--- src/rtl/apb_pkg.sv ---
`default_nettype none
// ============================================================================
// Module      : apb_pkg
// Description : Shared definitions for the APB register slave: bus widths,
//               the read-only ID value and the 2-bit FSM state encoding.
// Ports       : none (package)
// Revision    : 1.0 - initial release
// ============================================================================
package apb_pkg;

  localparam int APB_DATA_W = 8;
  localparam int APB_ADDR_W = 8;

  // Value returned by the read-only register at the top of the address map.
  localparam logic [APB_DATA_W-1:0] ID_VALUE = 8'hA5;

  // FSM state encoding
  localparam logic [1:0] ST_IDLE = 2'd0;
  localparam logic [1:0] ST_WAIT = 2'd1;
  localparam logic [1:0] ST_RESP = 2'd2;

endpackage
`default_nettype wire

--- src/rtl/apb_slave_if.sv ---
`default_nettype none
// ============================================================================
// Module      : apb_slave_if
// Description : APB3-style bus bundle between one master and one slave.
// Ports       : psel, penable, pwrite, paddr, pwdata  (master -> slave)
//               prdata, pready, pslverr               (slave -> master)
// Revision    : 1.0 - initial release
// ============================================================================
interface apb_slave_if;
  import apb_pkg::*;

  logic                  psel;
  logic                  penable;
  logic                  pwrite;
  logic [APB_ADDR_W-1:0] paddr;
  logic [APB_DATA_W-1:0] pwdata;
  logic [APB_DATA_W-1:0] prdata;
  logic                  pready;
  logic                  pslverr;

  modport master (
    output psel, penable, pwrite, paddr, pwdata,
    input  prdata, pready, pslverr
  );

  modport slave (
    input  psel, penable, pwrite, paddr, pwdata,
    output prdata, pready, pslverr
  );

endinterface
`default_nettype wire

--- src/rtl/apb_slave_regfile.sv ---
`default_nettype none
// ============================================================================
// Module      : apb_slave_regfile
// Description : DEPTH x 8-bit register storage with one synchronous write
//               port and one combinational read port. Cleared by reset.
// Ports       : clk, rst       - clock, synchronous active-high reset
//               we, waddr,
//               wdata          - write port (commits on rising edge)
//               raddr, rdata   - combinational read port
// Revision    : 1.0 - initial release
// ============================================================================
module apb_slave_regfile
  import apb_pkg::*;
#(
  parameter int DEPTH = 16,
  parameter int IDX_W = 4
) (
  input  wire logic                  clk,
  input  wire logic                  rst,
  input  wire logic                  we,
  input  wire logic [IDX_W-1:0]      waddr,
  input  wire logic [APB_DATA_W-1:0] wdata,
  input  wire logic [IDX_W-1:0]      raddr,
  output logic      [APB_DATA_W-1:0] rdata
);

  // One bit wider than the index so DEPTH itself is representable.
  localparam logic [IDX_W:0] DEPTH_LIM = (IDX_W + 1)'(DEPTH);

  logic [APB_DATA_W-1:0] mem [DEPTH];

  always_ff @(posedge clk) begin
    if (rst) begin
      for (int i = 0; i < DEPTH; i++) begin
        mem[i] <= '0;
      end
    end else if (we) begin
      mem[waddr] <= wdata;
    end
  end

  // Guard keeps a non-power-of-two DEPTH from reading past the array.
  assign rdata = ({1'b0, raddr} < DEPTH_LIM) ? mem[raddr] : '0;

endmodule
`default_nettype wire

--- src/rtl/apb_slave.sv ---
`default_nettype none
// ============================================================================
// Module      : apb_slave
// Description : APB register slave with a programmable number of wait
//               states. DEPTH 8-bit registers; the top address is a
//               read-only ID register. Out-of-range accesses return an error.
// Ports       : clk  - clock, all state updates on the rising edge
//               rst  - synchronous active-high reset
//               bus  - apb_slave_if.slave (psel, penable, pwrite, paddr,
//                      pwdata in; prdata, pready, pslverr out, registered)
// Revision    : 1.0 - initial release
// ============================================================================
module apb_slave
  import apb_pkg::*;
#(
  parameter int WAIT_STATES = 1,
  parameter int DEPTH       = 16
) (
  input  wire logic  clk,
  input  wire logic  rst,
  apb_slave_if.slave bus
);

  localparam int             IDX_W     = (DEPTH > 1) ? $clog2(DEPTH) : 1;
  // Address comparisons are done on 9 bits so all 8 paddr bits take part
  // in the range check and DEPTH=256 still works.
  localparam logic [8:0]     DEPTH_LIM = 9'(DEPTH);
  localparam logic [8:0]     ID_ADDR   = 9'(DEPTH - 1);
  localparam logic [2:0]     WAIT_LOAD = (WAIT_STATES == 0) ? 3'd0
                                                            : 3'(WAIT_STATES - 1);

  // FSM
  logic [1:0] state;
  logic [1:0] state_next;

  // Wait counter and transfer latches
  logic [2:0]            wait_cnt;
  logic [2:0]            wait_cnt_next;
  logic [APB_ADDR_W-1:0] addr_q;
  logic [APB_DATA_W-1:0] wdata_q;
  logic                  write_q;
  logic                  capture;

  // Response registers and their next values
  logic [APB_DATA_W-1:0] prdata_q;
  logic                  pready_q;
  logic                  pslverr_q;
  logic [APB_DATA_W-1:0] prdata_d;
  logic                  pready_d;
  logic                  pslverr_d;

  // Address/direction of the transfer being decided this cycle. In IDLE the
  // latches are only loaded on the setup edge, so with zero wait states the
  // response must be computed straight from the bus.
  logic [APB_ADDR_W-1:0] cur_addr;
  logic                  cur_write;
  logic                  addr_ok;
  logic                  addr_is_id;
  logic [APB_DATA_W-1:0] rd_data;
  logic                  commit;

  assign cur_addr   = (state == ST_IDLE) ? bus.paddr  : addr_q;
  assign cur_write  = (state == ST_IDLE) ? bus.pwrite : write_q;
  assign addr_ok    = ({1'b0, cur_addr} < DEPTH_LIM);
  assign addr_is_id = ({1'b0, cur_addr} == ID_ADDR);

  // --------------------------------------------------------------------------
  // State register
  // --------------------------------------------------------------------------
  always_ff @(posedge clk) begin
    if (rst) begin
      state <= ST_IDLE;
    end else begin
      state <= state_next;
    end
  end

  // --------------------------------------------------------------------------
  // Next-state logic
  // --------------------------------------------------------------------------
  always_comb begin
    state_next = state;
    case (state)
      ST_IDLE: begin
        // psel with penable already high is a protocol violation: ignored.
        if (bus.psel && !bus.penable) begin
          state_next = (WAIT_STATES == 0) ? ST_RESP : ST_WAIT;
        end
      end
      ST_WAIT: begin
        if (!bus.psel) begin
          state_next = ST_IDLE;
        end else if (bus.penable && (wait_cnt == 3'd0)) begin
          state_next = ST_RESP;
        end
      end
      ST_RESP: begin
        state_next = ST_IDLE;
      end
      default: begin
        state_next = ST_IDLE;
      end
    endcase
  end

  // --------------------------------------------------------------------------
  // Output / datapath control logic
  // --------------------------------------------------------------------------
  always_comb begin
    capture       = 1'b0;
    wait_cnt_next = wait_cnt;
    commit        = 1'b0;
    pready_d      = 1'b0;
    prdata_d      = '0;
    pslverr_d     = 1'b0;

    case (state)
      ST_IDLE: begin
        if (bus.psel && !bus.penable) begin
          capture       = 1'b1;
          wait_cnt_next = WAIT_LOAD;
        end
      end
      ST_WAIT: begin
        if (!bus.psel) begin
          wait_cnt_next = 3'd0;
        end else if (bus.penable && (wait_cnt != 3'd0)) begin
          wait_cnt_next = wait_cnt - 3'd1;
        end
      end
      ST_RESP: begin
        wait_cnt_next = 3'd0;
        // Writes land only on the completing edge, and only if the master is
        // still in the access phase; the ID register is never written.
        commit = bus.psel && bus.penable && write_q && addr_ok && !addr_is_id;
      end
      default: begin
        wait_cnt_next = 3'd0;
      end
    endcase

    // Response registers are loaded on the edge entering RESP, so pready is
    // high for exactly the RESP cycle and everything is zero otherwise.
    if ((state != ST_RESP) && (state_next == ST_RESP)) begin
      pready_d = 1'b1;
      if (!addr_ok) begin
        pslverr_d = 1'b1;
      end else if (cur_write) begin
        pslverr_d = addr_is_id;
      end else begin
        prdata_d = addr_is_id ? ID_VALUE : rd_data;
      end
    end
  end

  // --------------------------------------------------------------------------
  // Datapath registers
  // --------------------------------------------------------------------------
  always_ff @(posedge clk) begin
    if (rst) begin
      wait_cnt  <= 3'd0;
      addr_q    <= '0;
      wdata_q   <= '0;
      write_q   <= 1'b0;
      pready_q  <= 1'b0;
      prdata_q  <= '0;
      pslverr_q <= 1'b0;
    end else begin
      wait_cnt  <= wait_cnt_next;
      if (capture) begin
        addr_q  <= bus.paddr;
        wdata_q <= bus.pwdata;
        write_q <= bus.pwrite;
      end
      pready_q  <= pready_d;
      prdata_q  <= prdata_d;
      pslverr_q <= pslverr_d;
    end
  end

  assign bus.pready  = pready_q;
  assign bus.prdata  = prdata_q;
  assign bus.pslverr = pslverr_q;

  // --------------------------------------------------------------------------
  // Register storage
  // --------------------------------------------------------------------------
  apb_slave_regfile #(
    .DEPTH (DEPTH),
    .IDX_W (IDX_W)
  ) u_regfile (
    .clk   (clk),
    .rst   (rst),
    .we    (commit),
    .waddr (addr_q[IDX_W-1:0]),
    .wdata (wdata_q),
    .raddr (cur_addr[IDX_W-1:0]),
    .rdata (rd_data)
  );

endmodule
`default_nettype wire

--- src/flat_wrapper.sv ---
// flat-port wrapper written by rule: the top's interface ports become plain ports
module apb_slave_flat import apb_pkg::*;
#(
  parameter int WAIT_STATES = 1,
  parameter int DEPTH       = 16
)
  (clk, rst, bus_psel, bus_penable, bus_pwrite, bus_paddr, bus_pwdata, bus_prdata, bus_pready, bus_pslverr);
  apb_slave_if bus_i ();
  input  wire logic clk;
  input  wire logic rst;
  input wire logic [$bits(bus_i.psel)-1:0] bus_psel;
  input wire logic [$bits(bus_i.penable)-1:0] bus_penable;
  input wire logic [$bits(bus_i.pwrite)-1:0] bus_pwrite;
  input wire logic [$bits(bus_i.paddr)-1:0] bus_paddr;
  input wire logic [$bits(bus_i.pwdata)-1:0] bus_pwdata;
  output wire logic [$bits(bus_i.prdata)-1:0] bus_prdata;
  output wire logic [$bits(bus_i.pready)-1:0] bus_pready;
  output wire logic [$bits(bus_i.pslverr)-1:0] bus_pslverr;
  assign bus_i.psel = bus_psel;
  assign bus_i.penable = bus_penable;
  assign bus_i.pwrite = bus_pwrite;
  assign bus_i.paddr = bus_paddr;
  assign bus_i.pwdata = bus_pwdata;
  assign bus_prdata = bus_i.prdata;
  assign bus_pready = bus_i.pready;
  assign bus_pslverr = bus_i.pslverr;
  apb_slave #(.WAIT_STATES(WAIT_STATES), .DEPTH(DEPTH)) u_core (.clk(clk), .rst(rst), .bus(bus_i));
endmodule
--- config.mk ---
export PLATFORM = sky130hd
export DESIGN_NAME = apb_slave_flat
export DESIGN_NICKNAME = d
export VERILOG_FILES = /design/src/rtl/apb_pkg.sv /design/src/rtl/apb_slave_if.sv /design/src/rtl/apb_slave_regfile.sv /design/src/rtl/apb_slave.sv /design/src/flat_wrapper.sv
export SDC_FILE = /design/constraint.sdc
export NUM_CORES = 1
export LEC_CHECK = 0
export ABC_AREA = 1
export CAP_MARGIN = 10
export CELL_PAD_IN_SITES_DETAIL_PLACEMENT = 0
export CELL_PAD_IN_SITES_GLOBAL_PLACEMENT = 1
export CORE_ASPECT_RATIO = 0.75
export CORE_UTILIZATION = 25
export CTS_CLUSTER_SIZE = 16
export DETAILED_ROUTE_END_ITERATION = 6
export HOLD_SLACK_MARGIN = 0.02
export PLACE_DENSITY_LB_ADDON = 0.1
export SYNTH_ARGS = -nofsm -noshare
export SYNTH_HDL_FRONTEND = slang
export SYNTH_HIERARCHICAL = 1
export SYNTH_SLANG_ARGS = --single-unit
--- constraint.sdc ---
create_clock -name clk -period 2.5 [get_ports clk]
set_clock_uncertainty 0.05 [all_clocks]
set_input_delay 0.25 -clock clk [delete_from_list [all_inputs] [get_ports clk]]
set_output_delay 0.25 -clock clk [all_outputs]
set_load 0.02 [all_outputs]
== After elaboration in Yosys (flattened, before gate mapping) ==
Memory sizes are Yosys's and may differ from the RTL's.
Index checks and enable logic that the tools add are counted.
Word-level totals
  register bits after elaboration: 32
  RAM bits: 128
  output and inout port bits: 10
  logic and storage cells: 64
  memories kept: 1
Memories
  u_core.u_regfile.mem: words 16, width 8, read ports 1, clocked after memory_dff 0, wr ports 16, RTL line apb_slave_regfile.sv:30  | logic [APB_DATA_W-1:0] mem [DEPTH];
Operators by class
  order comparisons: 1
  bitwise operators: 2
  $add $sub $neg: 1
  eq/ne operators: 7
  reduce and logical (&&, ||, !) cells: 18
  muxes and demuxes: 25
Operator list (count)
  8-bit two-way mux: 3
  1-bit two-way mux: 13
  3-bit two-way mux: 3
  8-bit by 4-bit equality test with 1-bit output, second input constant: 1
  1-bit logical AND: 8
  8-bit by 5-bit < comparator with 1-bit output, second input constant: 1
  8-bit OR reduction: 1
  2-bit two-way mux: 3
  3-bit one-hot mux with 2 select lines: 1
  5-bit OR reduction: 1
  2-bit equality test, second input constant: 2
  4-bit two-way mux: 1
  2-bit inequality test, second input constant: 2
  2-bit one-hot mux with 2 select lines: 1
  4-bit OR reduction: 1
  3-bit logical NOT: 1
  3-bit by 2-bit inequality test with 1-bit output, second input constant: 1
  3-bit nonzero test: 1
  3-bit by 1-bit subtractor with 3-bit output, second input constant: 1
  2-bit by 1-bit equality test with 1-bit output, second input constant: 1
  1-bit logical NOT: 2
  2-bit logical NOT: 1
  1-bit NOT: 2
  2-bit AND reduction: 1
  2-bit OR reduction: 1

== Depth between registers and ports, before layout ==
Gate-level depths: netlist of the first run.
  depth in word-level cells: 11
  mapped depth: 14
  mapped depth without buffers: 13

== Modules after synthesis ==
Netlist of the first run, hierarchy kept.
Modules (own cells, without submodules)
  apb_slave_regfile: instances 1, cells each 708, seq. area each 3843.7 sq um, area an instance 6246.0 sq um
  apb_slave: instances 1, cells each 183, seq. area each 640.6 sq um, area an instance 1371.3 sq um

== Least setup slack after synthesis of the first run ==
Ideal clock, no wire load.
  path type: register -> register
  start: reg u_core.state[1]
  end: mem u_core.u_regfile.mem[8][0] (enable)
  path buffers: 0
  data arrival time: 1862 ps
  library setup time: 329 ps
  setup slack: 259 ps
  required time: 2121 ps
  clock period less this slack: 2241 ps
  cell stages (with the launch flop): 12
  cell sequence: dfxtp_1 > nor2_4 > nand2_1 > o21ai_1 > nor2_1 > nand3_2 > nand2_1 > nor2_1 > nand2_1 > nor3_4 > nand2_2 > nand2_1
RTL lines
  start, declared: RTL line apb_slave.sv:33  | logic [1:0] state;
  start signal, assigned: RTL line apb_slave.sv:74  | state <= state_next;
  end, declared: RTL line apb_slave_regfile.sv:30

==> run metrics, run 1 <==
initial antenna violation count 1; GP Congestion 0.746; Cells after Synth 891; cell count of the worst hold path 3; reg2reg end u_core/u_regfile/mem[11][1]; Static Leak 0.00407 µW; share of post-route cells with drive strength above 1 15.2%; Yosys top cell area share around half; hold violation count in the final report 0; Synth-to-Final Area Change 26.2%; CTS Buf Count 17; Global Route Usage Sum 16.2%; Avg WL per Cell 17.0 µm; Die Span Y 153 µm; full die area ~0.031 mm²; First-pass DRT Iterations 5; Post-Synth Simple-Gate Area 29.0%; sequential power share 46.1%; cts-stage hold buffer count 0; Tcrit/Tclk final 92.9%; Worst Setup End Kind register; syn avg cell area 8.55 µm²; most frequent cells in the layout 206 x nand2_1, 171 x nor2_1, 139 x inv_1, 128 x edfxtp_1, 100 x nand3_1; diode count 0; outcome finished clean; Switching Share 26.3%; post-synthesis sequential area ratio 58.9%; nets 1004; Post-DP HPWL 16700 µm; peak supply drop 0.449 mV; Hold Crit Start bus_pwrite; largest family of logic cells by synthesized area simple AND/OR/NAND/NOR gates; Clock Tree Buf Depth 2; Worst Path Max Fanout 7; Syn Nets just over 900; overflow left after global routing 0; Slew @ Worst Pin 0.691 ns; Sw Pwr roughly 1700 µW; vias per cell 4.22; Detail Route Antenna Nets 0; H-tree levels 4; first-pass GRT wire length 36500 µm; Initial Util 25.8%; Post-Synth XOR/XNOR Area 0%; Rows between 50 and 60; Die X 204 µm; adder-cell share of the synthesized area 0.329%; # DRC 0; startpoint types register; IO Count 31; final core utilization 32.6%; r2r setup slk 0.18 ns; cell taking the most area after synthesis edfxtp_1; Fillers around 3100; power per cell area between 600 and 700 mW/mm²; clock network fraction of total power between 40 and 50%; Power Internal 4780 µW; commonest non-fill, non-tap cell in the layout nand2_1; I/O Buffers 30; Skew-Pair Late Insertion Delay 0.43 ns; Slew Viols, Final 0; Vias 5851; CTS tree yes; reg-to-reg critical path startpoint u_core/state[1]; Core Region just under 0.03 mm²; Root Driver clkbuf_16; synth warn 6; synth top area cells edfxtp_1 50%, nand2_1 10%, nor2_1 8.4%; CP Class register to register; Compound-Gate Fraction of Synth Area 2.32%; Starting DRT DRC Count 382; Unique masters post-synth 24; #FFs+latches synth 160; CTS sink cnt 160; post-route setup TNS 0 ns; Mapped Area roughly 0.0076 mm²; fmax 0.431 GHz; depth of the worst register-to-register path 14; unrepaired setup endpoints after global routing false; worst hold-check path type input port to register; Slew HR 53.8%; Arr. time, crit path 2.42 ns; vias in the first global route 5874; Final Setup Violations 0; worst hold endpoint u_core/write_q; combinational share of power 13.7%; maxcap violations 0; Post-Place Setup Slack 0.0677 ns; Clock Pin Slew Worst Setup and Hold Paths 0.07 ns; post-layout min period between 2 and 2.5 ns; final WL 23600 µm; worst setup margin approximately 0.18 ns; Setup crit start u_core/state[1]; pin count of the biggest net entering global routing 51; CP required 2.60 ns; mux share of post-synthesis cell area 0%
cell usage after synthesis:
library cell  instances
nand2_1             206
ha_1                  2
o21ai_1               8
a21oi_1              11
nand3_2               4
o21ai_2               1
nand2_2              21
edfxtp_1            128
buf_6                 2
nand2_4               1
a211oi_1              1
buf_2                12
buf_4                 1
nor2_4                2
nor3_1                1
nand3_1             100
dfxtp_1              32
o21ai_0              13
nor2_1              171
inv_2                 7
clkbuf_1             20
buf_1                 2
nor3_4                5
inv_1               140
final cells by class:
| cell class | count | area, µm² | area share, % |
|---|---|---|---|
| flip-flops and latches | 160 | 4490 | 46.6 |
| multi-input cells | 547 | 2410 | 25.0 |
| repair buffers | 108 | 1100 | 11.4 |
| inverters | 147 | 552 | 5.74 |
| clock buffers | 23 | 504 | 5.24 |
| well taps | 392 | 490 | 5.10 |
| clock inverters | 9 | 77.6 | 0.807 |
how the worst max path moves through the flow:
stage,endpoint,slack (ns),cells after the start
floorplan,u_core/u_regfile/mem[8][0],0.26,11
global placement,u_core/u_regfile/mem[2][7],0.05,14
detailed placement,u_core/u_regfile/mem[11][1],0.07,11
CTS,u_core/u_regfile/mem[11][1],0.13,14
global route,u_core/u_regfile/mem[11][6],0.01,15
finish,u_core/u_regfile/mem[11][1],0.18,14
repair_timing:
action                                  4_1_cts  5_1_grt
setup buffers                                 0        3
hold endpoints to repair                      0        0
gates resized for setup                       0        1
endpoints found under the setup margin        0       63
cell families (layout without fill, tap and decap cells):
kind of cell    count (synthesis)  count (layout)
compound gates                 34              34
buf+inv                       184             287
fa+ha+maj                       2               2
simple gates                  511             511
flops                         160             160
worst max-delay path: stages (launching register included):
cell	delay (ns)
dfxtp_1	0.38
nor2_4	0.24
nand2_1	0.07
o21ai_1	0.12
nor2_1	0.07
nand3_2	0.07
nand2_1	0.05
nor2_1	0.09
nand2_1	0.06
buf_4	0.17
nor3_4	0.15
buf_4	0.18
nand2_2	0.07
nand2_1	0.11
buf_4	0.15
sequential cells by signal, indices dropped and copies added, names as in the netlist:
| name | cells |
|---|---|
| u_core/addr_q | 8 |
| u_core/u_regfile/mem | 128 |
| u_core/bus.pready | 1 |
| u_core/wait_cnt | 3 |
| u_core/write_q | 1 |
| u_core/state | 2 |
| u_core/bus.prdata | 8 |
| u_core/bus.pslverr | 1 |
| u_core/wdata_q | 8 |
metal layers:
metal	share of wire, %	wire, µm	vias up	global-route usage [%]
met2	41	9740	70	22.9
met3	2.9	688	15	2.94
met5	0	0	-	0
met4	1.1	259	0	4.19
li1	-	-	2973	-
met1	55	12900	2793	24.9
power by group through the flow:
stage | Clock [µW] | Combinational [µW] | Sequential [µW]
after floorplan | 0 | 478 | 3040
after global routing | 2800 | 990 | 3000
final | 2610 | 888 | 2990
after global placement | 0 | 907 | 3050
after detailed placement | 0 | 901 | 3050
after CTS | 2680 | 905 | 2990
metrics by stage:
stage               std cells  hold slack (ns)  total power (µW)  instance area [µm²]
CTS                      1383            0.347              6580                 9590
detailed placement       1351            0.424              3950                 9010
finish                   1386            0.362              6490                 9620
global route             1386            0.364              6790                 9620
floorplan                 891            0.269              3520                 7620
global placement         1351            0.421              3960                 9010
No activity file was read; power rests on OpenSTA's default activity.
==> inputs of run 2 (changes only) <==
clock period = 3 ns   (was 2.5 ns; I/O delays follow)
==> run metrics, run 2 (same netlist as run 1, synthesis figures left out) <==
r2r setup slk 0.33 ns; First-pass DRT Iterations 5; # resized after CTS 0; Tcrit/Tclk final 88.9%; GP Congestion 0.742; vias in the first global route 5653; Rows 54; Core Region 0.0295 mm²; CP required 3.05 ns; Static Leak 0.00380 µW; hold violation count in the final report 0; Die X 204 µm; Worst Path Max Fanout 10; worst setup margin about 0.33 ns; Fillers around 3100; cell mode on critical path nand2_1; peak supply drop between 0.3 and 0.4 mV; reg-to-reg critical path startpoint u_core/state[1]; post-layout min period ~2.7 ns; initial antenna violation count 0; Worst Setup End Kind register; CTS Buf Count 17; Slew @ Worst Pin between 1 and 1.5 ns; pin count of the biggest net entering global routing 65; Root Driver clkbuf_16; Final Setup Violations 0; Setup Buffers After CTS 0; Post-DP HPWL about 16000 µm; maxcap violations 0; commonest non-fill, non-tap cell in the layout nand2_1; unrepaired setup endpoints after global routing false; Largest register FFs 128; Slew Viols, Final 0; Avg WL per Cell 18.1 µm; Initial Util 25.8%; Vias 5709; family with the most delay on the worst path simple AND/OR/NAND/NOR gates; post-route setup TNS 0 ns; Die Span Y 153 µm; final WL 24300 µm; Detail Route Antenna Nets 0; cell count of the worst hold path 3; outcome finished clean; CTS tree yes; cts-stage hold buffer count 0; depth of the worst register-to-register path 12; CP bufs+invs 1; worst hold-check path type input port to register; CP Class register to register; IO Count 31; startpoint types register; # DRC 0; full die area 0.0312 mm²; CP peak stage delay 0.39 ns; Top reg by flops u_core/u_regfile/mem; Starting DRT DRC Count roughly 340; Clock Pin Slew Worst Setup and Hold Paths 0.06 ns; Synth-to-Final Area Change 20.0%; Hold Crit Start bus_paddr[0]; Slew HR between 20 and 30%; nets roughly 960; crit-path cells nor2_4, nand2_1, o21ai_1, nor2_1, nand3_2, nand2_1, nor2_1, nand2_1, nor3_4, buf_4, nand2_2, nand2_1; fmax 0.375 GHz; Post-Place Setup Slack 0.201 ns; Arr. time, crit path 2.72 ns; diode count 0; final core utilization 31.0%; vias per cell 4.26; first-pass GRT wire length roughly 37000 µm; CTS sink cnt 160; most frequent cells in the layout 206 x nand2_1, 171 x nor2_1, 139 x inv_1, 128 x edfxtp_1, 100 x nand3_1; worst hold endpoint u_core/addr_q[0]; Global Route Usage Sum ~17%; overflow left after global routing 0; Clock Tree Buf Depth 2; Crit-path slowest cell dfxtp_1; Skew-Pair Late Insertion Delay 0.44 ns; H-tree levels 4; reg2reg end u_core/u_regfile/mem[8][6]; power per cell area ~590 mW/mm²; I/O Buffers 30; share of post-route cells with drive strength above 1 11.1%
run 2: cell count changes in the layout (fill, tap and decap cells not counted):
cell,delta
bufinv_16,-1
clkinvlp_4,+1
clkbuf_8,+3
inv_4,-2
clkbuf_16,+2
clkinv_2,-2
buf_12,-14
dfxtp_1,+1
buf_4,-31
dfxtp_2,-1
clkbuf_4,-1
run 2: power by group:
part	internal, µW	switching, µW	total [µW]
clock network	1350	925	2270
registers	2460	29.9	2490
logic	180	488	668
run 2: layer usage:
metal	part of all wire [%]	wire length, µm	global-route usage (%)	vias up
met1	54	13200	25.9	2725
met4	0.87	212	3.97	0
li1	-	-	-	2882
met2	41	10100	23.2	89
met5	0	0	0	-
met3	3.4	827	2.94	13
run 2: final cells by class:
cell class              count  area [µm²]  area share [%]
multi-input cells         547        2410            26.3
flip-flops and latches    160        4480            49.1
clock inverters             5        32.5           0.356
repair buffers             63         586            6.41
inverters                 147         552            6.04
well taps                 392         490            5.37
clock buffers              27         588            6.43
run 2: metrics by stage:
step / instances / total power, µW / hold slack, ns / cell area [µm²]
after CTS: 1341 / 5510 / 0.371 / 9140
after floorplan: 891 / 2930 / 0.319 / 7620
final: 1341 / 5430 / 0.405 / 9140
after detailed placement: 1309 / 3220 / 0.418 / 8520
after global routing: 1341 / 5680 / 0.408 / 9140
after global placement: 1309 / 3220 / 0.418 / 8520
run 2: worst max path at each step:
stage / from / endpoint / slack, ns / depth (start not counted)
after floorplan: u_core/state[1] / u_core/u_regfile/mem[8][0] / 0.76 / 11
after global placement: bus_penable / u_core/u_regfile/mem[8][3] / 0.27 / 10
after global routing: u_core/state[1] / u_core/u_regfile/mem[8][1] / 0.08 / 12
final: u_core/state[1] / u_core/u_regfile/mem[8][6] / 0.33 / 12
after CTS: u_core/state[1] / u_core/u_regfile/mem[8][1] / 0.29 / 12
after detailed placement: bus_penable / u_core/u_regfile/mem[8][3] / 0.20 / 10
run 2: worst reg2reg max path, delay by kind of cell, from the launching register on:
family | cells | cell delay (ns)
compound gates | 1 | 0.15
flops | 1 | 0.39
simple gates | 10 | 1.56
buf+inv | 1 | 0.17
